**src/rtl/jtag_host.sv**
```systemverilog
// IEEE 1149.1 JTAG initiator: walks the TAP from Run-Test/Idle through IR/DR scans,
// reset and idle clocking, shifting up to 32 bits LSB-first and capturing TDO.
module jtag_host #(
    parameter int CLK_DIV = 2
) (
    input  logic        clk_i,
    input  logic        rst_i,
    input  logic        cmd_valid_i,
    output logic        cmd_ready_o,
    input  logic [1:0]  cmd_op_i,
    input  logic [5:0]  cmd_len_i,
    input  logic [31:0] cmd_data_i,
    output logic        rsp_valid_o,
    output logic        rsp_err_o,
    output logic [31:0] rsp_data_o,
    output logic        busy_o,
    output logic        tck_o,
    output logic        tms_o,
    output logic        tdi_o,
    input  logic        tdo_i,
    output logic [2:0]  dbg_state_o
);

    // Handshake: a command transfers at a clk edge with cmd_valid_i & cmd_ready_o;
    // cmd_ready_o is high only in S_IDLE, so valid is ignored while busy. The
    // response is a single-cycle rsp_valid_o pulse with no backpressure.

    localparam logic [1:0] OP_RESET = 2'b00;
    localparam logic [1:0] OP_IR    = 2'b01;
    localparam logic [1:0] OP_DR    = 2'b10;
    localparam logic [1:0] OP_IDLE  = 2'b11;

    localparam int DIV_W = (CLK_DIV > 1) ? $clog2(CLK_DIV) : 1;
    localparam logic [DIV_W-1:0] DIV_LAST = DIV_W'(CLK_DIV - 1);

    typedef enum logic [2:0] {
        S_IDLE  = 3'd0,
        S_HDR   = 3'd1,
        S_SHIFT = 3'd2,
        S_TRL   = 3'd3,
        S_DONE  = 3'd4
    } state_t;

    state_t           state_q, state_d;
    logic [5:0]       idx_q, idx_d;
    logic [1:0]       op_q;
    logic [5:0]       len_q;
    logic [31:0]      data_q;
    logic [31:0]      cap_q;
    logic [31:0]      rsp_data_q;
    logic [DIV_W-1:0] div_q;
    logic             tck_q;
    logic             tms_q;
    logic             tdi_q;
    logic             err_q;

    logic accept;
    logic len_bad;
    logic active;
    logic half_end;
    logic bit_end;

    // Number of header TCKs; RESET and IDLE consist of header bits only.
    function automatic logic [5:0] hdr_len(input logic [1:0] op, input logic [5:0] len);
        logic [5:0] n;
        n = len;
        case (op)
            OP_RESET: n = 6'd6;
            OP_IR:    n = 6'd4;
            OP_DR:    n = 6'd3;
            default:  n = len;
        endcase
        return n;
    endfunction

    function automatic logic bit_tms(input state_t st, input logic [1:0] op,
                                     input logic [5:0] idx, input logic [5:0] len);
        logic t;
        t = 1'b0;
        case (st)
            S_HDR: begin
                case (op)
                    OP_RESET: t = (idx < 6'd5);
                    OP_IR:    t = (idx < 6'd2);
                    OP_DR:    t = (idx == 6'd0);
                    default:  t = 1'b0;
                endcase
            end
            S_SHIFT: t = (idx == len - 6'd1);
            S_TRL:   t = (idx == 6'd0);
            default: t = 1'b0;
        endcase
        return t;
    endfunction

    assign accept   = (state_q == S_IDLE) && cmd_valid_i;
    assign len_bad  = (cmd_op_i != OP_RESET) &&
                      ((cmd_len_i == 6'd0) || (cmd_len_i > 6'd32));
    assign active   = (state_q == S_HDR) || (state_q == S_SHIFT) || (state_q == S_TRL);
    assign half_end = active && (div_q == DIV_LAST);
    assign bit_end  = half_end && tck_q;

    always_comb begin
        state_d = state_q;
        idx_d   = idx_q;
        case (state_q)
            S_IDLE: begin
                if (cmd_valid_i) begin
                    state_d = len_bad ? S_DONE : S_HDR;
                    idx_d   = 6'd0;
                end
            end
            S_HDR: begin
                if (bit_end) begin
                    if (idx_q == hdr_len(op_q, len_q) - 6'd1) begin
                        idx_d   = 6'd0;
                        state_d = ((op_q == OP_IR) || (op_q == OP_DR)) ? S_SHIFT : S_DONE;
                    end else begin
                        idx_d = idx_q + 6'd1;
                    end
                end
            end
            S_SHIFT: begin
                if (bit_end) begin
                    if (idx_q == len_q - 6'd1) begin
                        idx_d   = 6'd0;
                        state_d = S_TRL;
                    end else begin
                        idx_d = idx_q + 6'd1;
                    end
                end
            end
            S_TRL: begin
                if (bit_end) begin
                    if (idx_q == 6'd1) begin
                        idx_d   = 6'd0;
                        state_d = S_DONE;
                    end else begin
                        idx_d = idx_q + 6'd1;
                    end
                end
            end
            S_DONE:  state_d = S_IDLE;
            default: state_d = S_IDLE;
        endcase
    end

    always_ff @(posedge clk_i or negedge rst_i) begin
        if (!rst_i) begin
            state_q <= S_IDLE;
            idx_q   <= 6'd0;
        end else begin
            state_q <= state_d;
            idx_q   <= idx_d;
        end
    end

    // TMS/TDI change only at a bit boundary, together with TCK falling.
    always_ff @(posedge clk_i or negedge rst_i) begin
        if (!rst_i) begin
            op_q       <= OP_RESET;
            len_q      <= 6'd0;
            data_q     <= 32'd0;
            cap_q      <= 32'd0;
            rsp_data_q <= 32'd0;
            div_q      <= '0;
            tck_q      <= 1'b0;
            tms_q      <= 1'b1;
            tdi_q      <= 1'b0;
            err_q      <= 1'b0;
        end else if (accept) begin
            op_q   <= cmd_op_i;
            len_q  <= cmd_len_i;
            data_q <= cmd_data_i;
            cap_q  <= 32'd0;
            div_q  <= '0;
            tck_q  <= 1'b0;
            tdi_q  <= 1'b0;
            if (len_bad) begin
                err_q      <= 1'b1;
                rsp_data_q <= 32'd0;
            end else begin
                err_q <= 1'b0;
                tms_q <= bit_tms(S_HDR, cmd_op_i, 6'd0, cmd_len_i);
            end
        end else if (active) begin
            if (half_end) begin
                div_q <= '0;
                if (!tck_q) begin
                    tck_q <= 1'b1;
                    if (state_q == S_SHIFT) begin
                        cap_q[idx_q[4:0]] <= tdo_i;
                    end
                end else begin
                    tck_q <= 1'b0;
                    if (state_d == S_DONE) begin
                        tdi_q      <= 1'b0;
                        rsp_data_q <= cap_q;
                    end else begin
                        tms_q <= bit_tms(state_d, op_q, idx_d, len_q);
                        tdi_q <= (state_d == S_SHIFT) ? data_q[idx_d[4:0]] : 1'b0;
                    end
                end
            end else begin
                div_q <= div_q + 1'b1;
            end
        end
    end

    assign cmd_ready_o = (state_q == S_IDLE);
    assign busy_o      = ~cmd_ready_o;
    assign rsp_valid_o = (state_q == S_DONE);
    assign rsp_err_o   = err_q && (state_q == S_DONE);
    assign rsp_data_o  = rsp_data_q;
    assign tck_o       = tck_q;
    assign tms_o       = tms_q;
    assign tdi_o       = tdi_q;
    assign dbg_state_o = state_q;

endmodule

```
**config.mk**
```make
export PLATFORM = sky130hd
export DESIGN_NAME = jtag_host
export DESIGN_NICKNAME = d
export VERILOG_FILES = /design/src/rtl/jtag_host.sv
export SDC_FILE = /design/constraint.sdc
export NUM_CORES = 1
export LEC_CHECK = 0
export BUFFER_PORTS_ARGS = -buffer_cell sky130_fd_sc_hd__clkbuf_2
export CORE_AREA = 2 2 136 138
export CTS_CLUSTER_DIAMETER = 80
export DETAILED_ROUTE_END_ITERATION = 8
export DIE_AREA = 0 0 138 140
export PLACE_DENSITY = 0.56
export SETUP_SLACK_MARGIN = 0.3
export SYNTH_ARGS = -nofsm -noshare
export SYNTH_HDL_FRONTEND = slang
export SYNTH_SLANG_ARGS = --single-unit
```
**constraint.sdc**
```tcl
create_clock -name clk_i -period 4.79 [get_ports clk_i]
set_input_delay 0.958 -clock clk_i [delete_from_list [all_inputs] [get_ports clk_i]]
set_output_delay 0.958 -clock clk_i [all_outputs]
set_load 0.005 [all_outputs]
```
==> results by group, run 1 <==
Yosys
  • Mux contribution to synthesized area: 3.898%
  • Ys async rst share: 100.0%
  • Post-Synth Simple-Gate Area: 28.65%
  • Synth Register Bits: around 120
  • Cell taking the most area after synthesis: dfrtp_1
  • Dominant register cell in the synthesized netlist: dfrtp_1
  • XOR/XNOR share of the synthesized area: around 3.3%
  • Synth warnings: 0
  • Syn Inst Count: about 730
  • Largest family of logic cells by synthesized area: simple AND/OR/NAND/NOR gates
  • Post-synth top area share: 47.76%
  • Cell area after synthesis: 6131 sq um
  • Avg Inst Size Synth: roughly 8.4 sq um
  • Most numerous cell in the Yosys netlist: nand2_1
  • Ranking of synthesized cells by area: dfrtp_1 48%, nand2_1 16%, nand3_1 5.9%
  • Synth Area in Compound Gates: roughly a tenth
  • Cell variety after synth: between 60 and 70
  • Commonest cells post-synth: 259 x nand2_1, 117 x dfrtp_1, 72 x nand3_1
  • Adder-cell area share of the yosys netlist: 2.245%
  • Sequential area share after synthesis: 48.18%
  • Post-synth EDFFs: 0
  • Syn_nets: roughly 780

Setup path
  • Crit Path Category: register to register
  • R2R depth: 17
  • Worst reg2reg startpoint: op_q[0]
  • Worst Path Buf+Inv: 3
  • Crit path max fanout: 9
  • CP startpoint: op_q[0]
  • CP Capture Type: register
  • Reg2reg end: tdi_o
  • Cell family with most CP delay: compound AO/OA/AOI/OAI gates
  • Slowest cell on the critical path: or4b_1
  • CP cell instances: inv_1, ha_1, or3_1, o21ai_0, ha_1, xor2_1, or4b_1, a211o_1, o31ai_4, buf_4, nand3_1, a31oi_4, buf_12, mux2i_1, mux2i_1, a221oi_1, a32o_1
  • Max incr delay on CP: roughly 500 ps
  • R2R setup slack: roughly 620 ps
  • Arrival @ worst endpoint: around 4500 ps
  • Worst EP required: roughly 5100 ps
  • CP Launch Type: register

Power
  • Cell internal power dissipation: between 2 and 3 mW
  • Static leakage: about 3.5 nW
  • Peak supply drop: about 0.34 mV
  • Power share of the combinational group: roughly a third
  • Total net switching power: approximately 1.4 mW
  • Pwr/cell area: between 500 and 600 nW/um^2
  • Clock share of power: between 30 and 40%
  • Switch share: between 30% and 40%
  • Sequential Power Share: a little over a third

Global route
  • Vias in the first global route: 5,051
  • First-pass GRT wire length: approximately 26,000 microns
  • M1 GR Usage: 23.06%
  • GRT Max-Usage Layer: met2
  • Met3 Use GR: between 4 and 5%
  • Gr usage total: 16.54%
  • Grt ovf: 0
  • Initial antenna violation count: 0
  • Met2 GRT Util: 24.83%
  • Largest net degree at the start of global routing: between 60 and 70

Placed design
  • Dpl ws: 418.3 ps
  • Placed Area: ~6700 sq um
  • Final HPWL DP: between 10,000 and 15,000 microns
  • Placed cell count: approximately 1,000
  • RD Place Congestion: ~0.85
  • I/O Buffers: 85

STA
  • Sum of negative setup slack: 0 ps
  • Final period utilization: 86.98%
  • Hold slack: around 460 ps
  • Pins Over Slew Limit: 0
  • Max Fclk: ~240 MHz
  • Slew @ Worst Pin: roughly 900 ps
  • Setup ws final: between 600 and 700 ps
  • RSZ-0062 raised after global routing: false
  • Max-slew headroom: roughly two fifths
  • Final setup fails: 0
  • Tmin final: around 4200 ps
  • Final hold violations: 0
  • Clock skew: around 9.2 ps

Clocking
  • Clock buffer depth: 2
  • Worst-Skew Late Latency: between 400 and 500 ps
  • CTS buffer count: 17
  • CTS tree: done
  • CTS HTree Levels: 4
  • CTS clk-pin slew, worst paths: 50 ps
  • Sink Count: 118
  • CTS Hold Bufs: 0
  • Clock root buffer: clkbuf_16

Floorplanning
  • Starting Density: 34.48%
  • Number of placed I/O pins: 86
  • Die width: between 100 and 150 microns
  • Core outline area: about 18,000 sq um
  • Die height: between 100 and 150 microns
  • Die area: around 19,000 sq um
  • Site Rows: 49

Layout
  • Nets: ~850
  • Ant diodes: 0
  • Register area: just under 3000 sq um
  • Fillers: 1,811
  • Share of layout cells above drive strength 1: about 18%
  • Post-route insts no fill: 1,041
  • Final Cell Area: between 7000 and 8000 sq um
  • Area Overhead vs Synth: 19.94%
  • Multi-input gate area: 2937 sq um

Flow run
  • Reported max-cap violation count: 0

Route
  • Drt pass-1 iters: 7
  • Vias per cell: between 4 and 5
  • Initial DRC Count: approximately 290
  • Wire length per cell: 14.72 microns
  • Drt total wl: about 15,000 microns
  • DR vias: between 5,000 and 6,000
  • Remaining antenna violation count: 0
  • Drc violations: 0

Min path
  • Hold crit path type: register to register
  • Hold path endpoint: rsp_data_o[27]
  • Hold Path Depth: 2
  • Hold wc startpoint: rsp_data_o[27]

Outcome
  • Status: completed
-- layout make-up --
class / instances / area share [%]
clock buffer: 23 / 6.228
tap: 229 / 3.897
inverter: 15 / 0.7657
sequential: 118 / 40.17
clock inverter: 9 / 1.378
multi-input combinational: 546 / 39.94
timing repair buffer: 101 / 7.623
-- power by group through the flow --
stage / combinational [mW] / clock [mW] / sequential (mW)
final: 1.38 / 1.21 / 1.45
after global routing: 1.58 / 1.29 / 1.49
after CTS: 1.37 / 1.24 / 1.45
after detailed placement: 1.36 / 0 / 1.47
after global placement: 1.35 / 0 / 1.46
after floorplan: 1.05 / 0 / 1.39
-- per-stage QoR --
step           total power [mW]  utilization (%)
6_report                  4.040            41.36
5_1_grt                   4.350            41.36
4_1_cts                   4.065            40.97
3_5_place_dp              2.829            37.83
3_3_place_gp              2.812            37.83
2_1_floorplan             2.431                -
-- logic make-up after synthesis --
group | count (synthesis)
AOI/OAI and AO/OA | 86
xor gates and xnor gates | 23
adders and majority gates | 11
buffers and inverters | 63
DFF | 118
muxes | 23
and+or+nand+nor | 403
-- worst max path at each step --
stage | endpoint | slack (ps) | cells past startpoint
2_1_floorplan | tdi_o | 810 | 16
3_3_place_gp | tdi_o | 480 | 15
3_5_place_dp | tdi_o | 420 | 15
4_1_cts | tdi_o | 390 | 15
5_1_grt | tdi_o | 330 | 17
6_report | tdi_o | 620 | 17
-- worst reg2reg max path, delay by kind of cell, from the launching register on --
family	cells	cell delay (ps)
compound gates	6	1330
simple gates	3	1110
fa+ha+maj	2	440
buf+inv	3	430
flops	1	400
mux	2	300
xor+xnor	1	80
-- repair_timing --
item | 4_1_cts | 5_1_grt
endpoints found under the setup margin | 0 | 2
setup buffers | 0 | 6
gates resized for setup | 0 | 1
-- placed cells by master, fill, tap and decap left out, types with 2 or more instances in the layout --
| cell type | instances |
|---|---|
| mux2_2 | 3 |
| bufinv_16 | 2 |
| a211o_1 | 2 |
| nor3b_1 | 5 |
| nor3_1 | 8 |
| clkbuf_1 | 5 |
| nand3_1 | 72 |
| mux2i_1 | 19 |
| o2111ai_1 | 2 |
| buf_4 | 16 |
| xor2_1 | 6 |
| xnor2_1 | 17 |
| a311oi_1 | 2 |
| or3_1 | 3 |
| o211ai_1 | 9 |
| nand4_1 | 5 |
| nand2b_1 | 3 |
| nand2_1 | 258 |
| o21ai_0 | 12 |
| and2_1 | 7 |
| clkbuf_16 | 17 |
| nor4_1 | 3 |
| ha_1 | 11 |
| or2_2 | 3 |
| dfrtp_1 | 117 |
| clkbuf_2 | 84 |
| a31oi_1 | 2 |
| o31a_1 | 2 |
| nor2b_1 | 5 |
| clkinv_2 | 5 |
| inv_1 | 13 |
| nand4b_1 | 2 |
| a21boi_0 | 2 |
| nor2_1 | 19 |
| a21oi_1 | 35 |
-- layer usage --
metal / wire (microns) / vias up
met5: 0 / -
met4: 104 / 0
met3: 810 / 6
met2: 6914 / 121
met1: 7489 / 2367
li1: - / 2584
-- flip-flops by register name (all words and copies together) (netlist names) --
signal and cells:
cap_q 32, data_q 32, rsp_data_o 32, idx_q 6, len_q 6, dbg_state_o 3, op_q 2, div_q 1
err_q 1, tck_o 1, tdi_o 1, tms_o 1
Power figures use the tool's default switching activity.
==> inputs of run 2 (changes only) <==
--- a/config.mk
+++ b/config.mk
@@ -11,6 +11,7 @@
 export DETAILED_ROUTE_END_ITERATION = 8
 export DIE_AREA = 0 0 138 140
 export PLACE_DENSITY = 0.56
+export REMOVE_ABC_BUFFERS = 1
 export SETUP_SLACK_MARGIN = 0.3
 export SYNTH_ARGS = -nofsm -noshare
 export SYNTH_HDL_FRONTEND = slang
==> run 2 against run 1 <==
Against the previous run: highest routed layer unchanged; first-iteration DRC count did not move; non-clock buffer count fell by 3; worst hold slack got worse by 160 ps; worst setup slack got worse by 79 ps; die area did not move; final cell count fell by 0.48%; register-to-register slack got worse by 80 ps; clock power barely moved; largest power group unchanged; critical path depth fell by 2; cell area fell by 0.43%; critical path type unchanged.
==> results by group, run 2 (synthesis gave the netlist of run 1 again) <==
STA
  • Final setup fails: 0
  • Max-slew headroom: 36.25%
  • Slew @ Worst Pin: between 900 and 1000 ps
  • RSZ-0062 raised after global routing: true
  • Tmin final: approximately 4200 ps
  • Sum of negative setup slack: 0 ps
  • Setup ws final: 545.2 ps
  • Pins Over Slew Limit: 0
  • Final hold violations: 0
  • Max Fclk: about 240 MHz
  • Clock skew: between 7 and 8 ps
  • Final period utilization: about nine tenths

Setup path
  • Crit path max fanout: 7
  • CP Capture Type: register
  • CP Launch Type: register
  • Worst EP required: 5150 ps
  • Crit Path Category: register to register
  • Arrival @ worst endpoint: roughly 4600 ps

Clocking
  • CTS tree: done
  • Sink Count: 118
  • CTS clk-pin slew, worst paths: 60 ps
  • Clock buffer depth: 2
  • CTS buffer count: 17
  • Clock root buffer: clkbuf_16
  • CTS HTree Levels: 4
  • Worst-Skew Late Latency: 420 ps

Floorplanning
  • Die height: roughly 140 microns
  • Starting Density: approximately 34%
  • Site Rows: 49
  • Die area: ~19,000 sq um
  • Die width: approximately 140 microns
  • Number of placed I/O pins: 86
  • Core outline area: between 15,000 and 20,000 sq um

Placed design
  • Dpl ws: slightly below 500 ps
  • RD Place Congestion: about 0.86
  • I/O Buffers: 85
  • Final HPWL DP: 10,130 microns

Global route
  • Gr usage total: 16.27%
  • Largest net degree at the start of global routing: between 70 and 80
  • Initial antenna violation count: 0
  • Grt ovf: 0
  • First-pass GRT wire length: 25,430 microns
  • Vias in the first global route: 4,837

Route
  • Drt total wl: approximately 15,000 microns
  • Remaining antenna violation count: 0
  • Initial DRC Count: approximately 290
  • Drt pass-1 iters: 4
  • DR vias: 5,033
  • Drc violations: 0
  • Wire length per cell: between 10 and 15 microns
  • Vias per cell: 4.858

Power
  • Static leakage: approximately 3.5 nW
  • Pwr/cell area: between 500 and 600 nW/um^2
  • Peak supply drop: 0.2774 mV

Outcome
  • Status: completed

Flow run
  • Reported max-cap violation count: 0

Layout
  • Most frequent cells in the layout: 258 x nand2_1, 117 x dfrtp_1, 84 x clkbuf_2
  • Commonest non-fill, non-tap cell in the layout: nand2_1
  • Nets: 851
  • Core Util, Final: approximately two fifths
  • Share of layout cells above drive strength 1: ~18%
  • Ant diodes: 0
  • Area Overhead vs Synth: 19.43%

Min path
  • Hold crit path type: input port to asynchronous set/reset pin
==> run 2: changes by cell type in the layout (fill, tap and decap cells not counted), sizes merged <==
cell and change:
buf -3, bufinv -1, clkbuf -1, clkinv -1, clkinvlp +2, inv -1
==> run 2: critical path, stage by stage (launching register included) <==
cell and delay, ps:
dfrtp_1 400, inv_1 90, ha_1 230, or3_1 420
o21ai_0 100, ha_1 210, xor2_1 90, or4b_1 530
a211o_1 340, o31ai_4 290, nand2_1 210, a32oi_4 400
inv_1 190, mux2i_1 150, a221oi_1 320, a32o_1 210
==> run 2: report_power, final <==
part           leakage [nW]  switching [mW]  internal, mW  total, mW
Clock                 0.264           0.448         0.744       1.19
Sequential             1.56           0.199          1.25       1.44
Combinational          1.68           0.787         0.571       1.36
Total                  3.51            1.43          2.56       4.00
==> run 2: final cells by class <==
class / instances / area [sq um]
Clock buffer: 22 / 474.2
Clock inverter: 8 / 76.32
Fill cell: 1835 / 10460
Inverter: 15 / 56.30
Multi-Input combinational cell: 546 / 2937
Sequential cell: 118 / 2954
Tap cell: 229 / 286.5
Timing Repair Buffer: 98 / 538.0
==> run 2: timing repair <==
| item | CTS | global route |
|---|---|---|
| buffers inserted | 0 | 3 |
| hold buffers | 0 | 0 |
| endpoints found under the setup margin | 0 | 2 |
| gates resized for setup | 0 | 1 |
==> run 2: per-stage QoR <==
stage	std cells	power (mW)	hold WS, ps	cell area, sq um
4_1_cts	1033	4.040	290.2	7276
2_1_floorplan	679	2.381	440.1	5926
3_3_place_gp	1003	2.815	448.1	6725
6_report	1036	3.996	305.4	7322
3_5_place_dp	1003	2.829	455.0	6725
5_1_grt	1036	4.298	289.4	7322
==> run 2: layer usage <==
| layer | part of all wire, % | track usage, % | routed length (microns) |
|---|---|---|---|
| met5 | 0 | 0 | 0 |
| met3 | 4.3 | 3.932 | 645 |
| met4 | 1.2 | 5.585 | 176 |
| met2 | 46 | 24.91 | 6904 |
| met1 | 49 | 22.66 | 7338 |
==> run 2: path summary, 6_finish.rpt <==
path / cells past startpoint / slack [ps] / end / startpoint
worst min-delay path: 1 / 310 / rsp_data_o[1] / rst_i
min in group clk_i: 2 / 460 / rsp_data_o[9] / rsp_data_o[9]
worst max-delay path: 15 / 550 / tdi_o / op_q[0]
max in group asynchronous: 2 / 3370 / data_q[3] / rst_i
worst min register to register: 2 / 460 / rsp_data_o[9] / rsp_data_o[9]
worst max register to register: 15 / 550 / tdi_o / op_q[0]
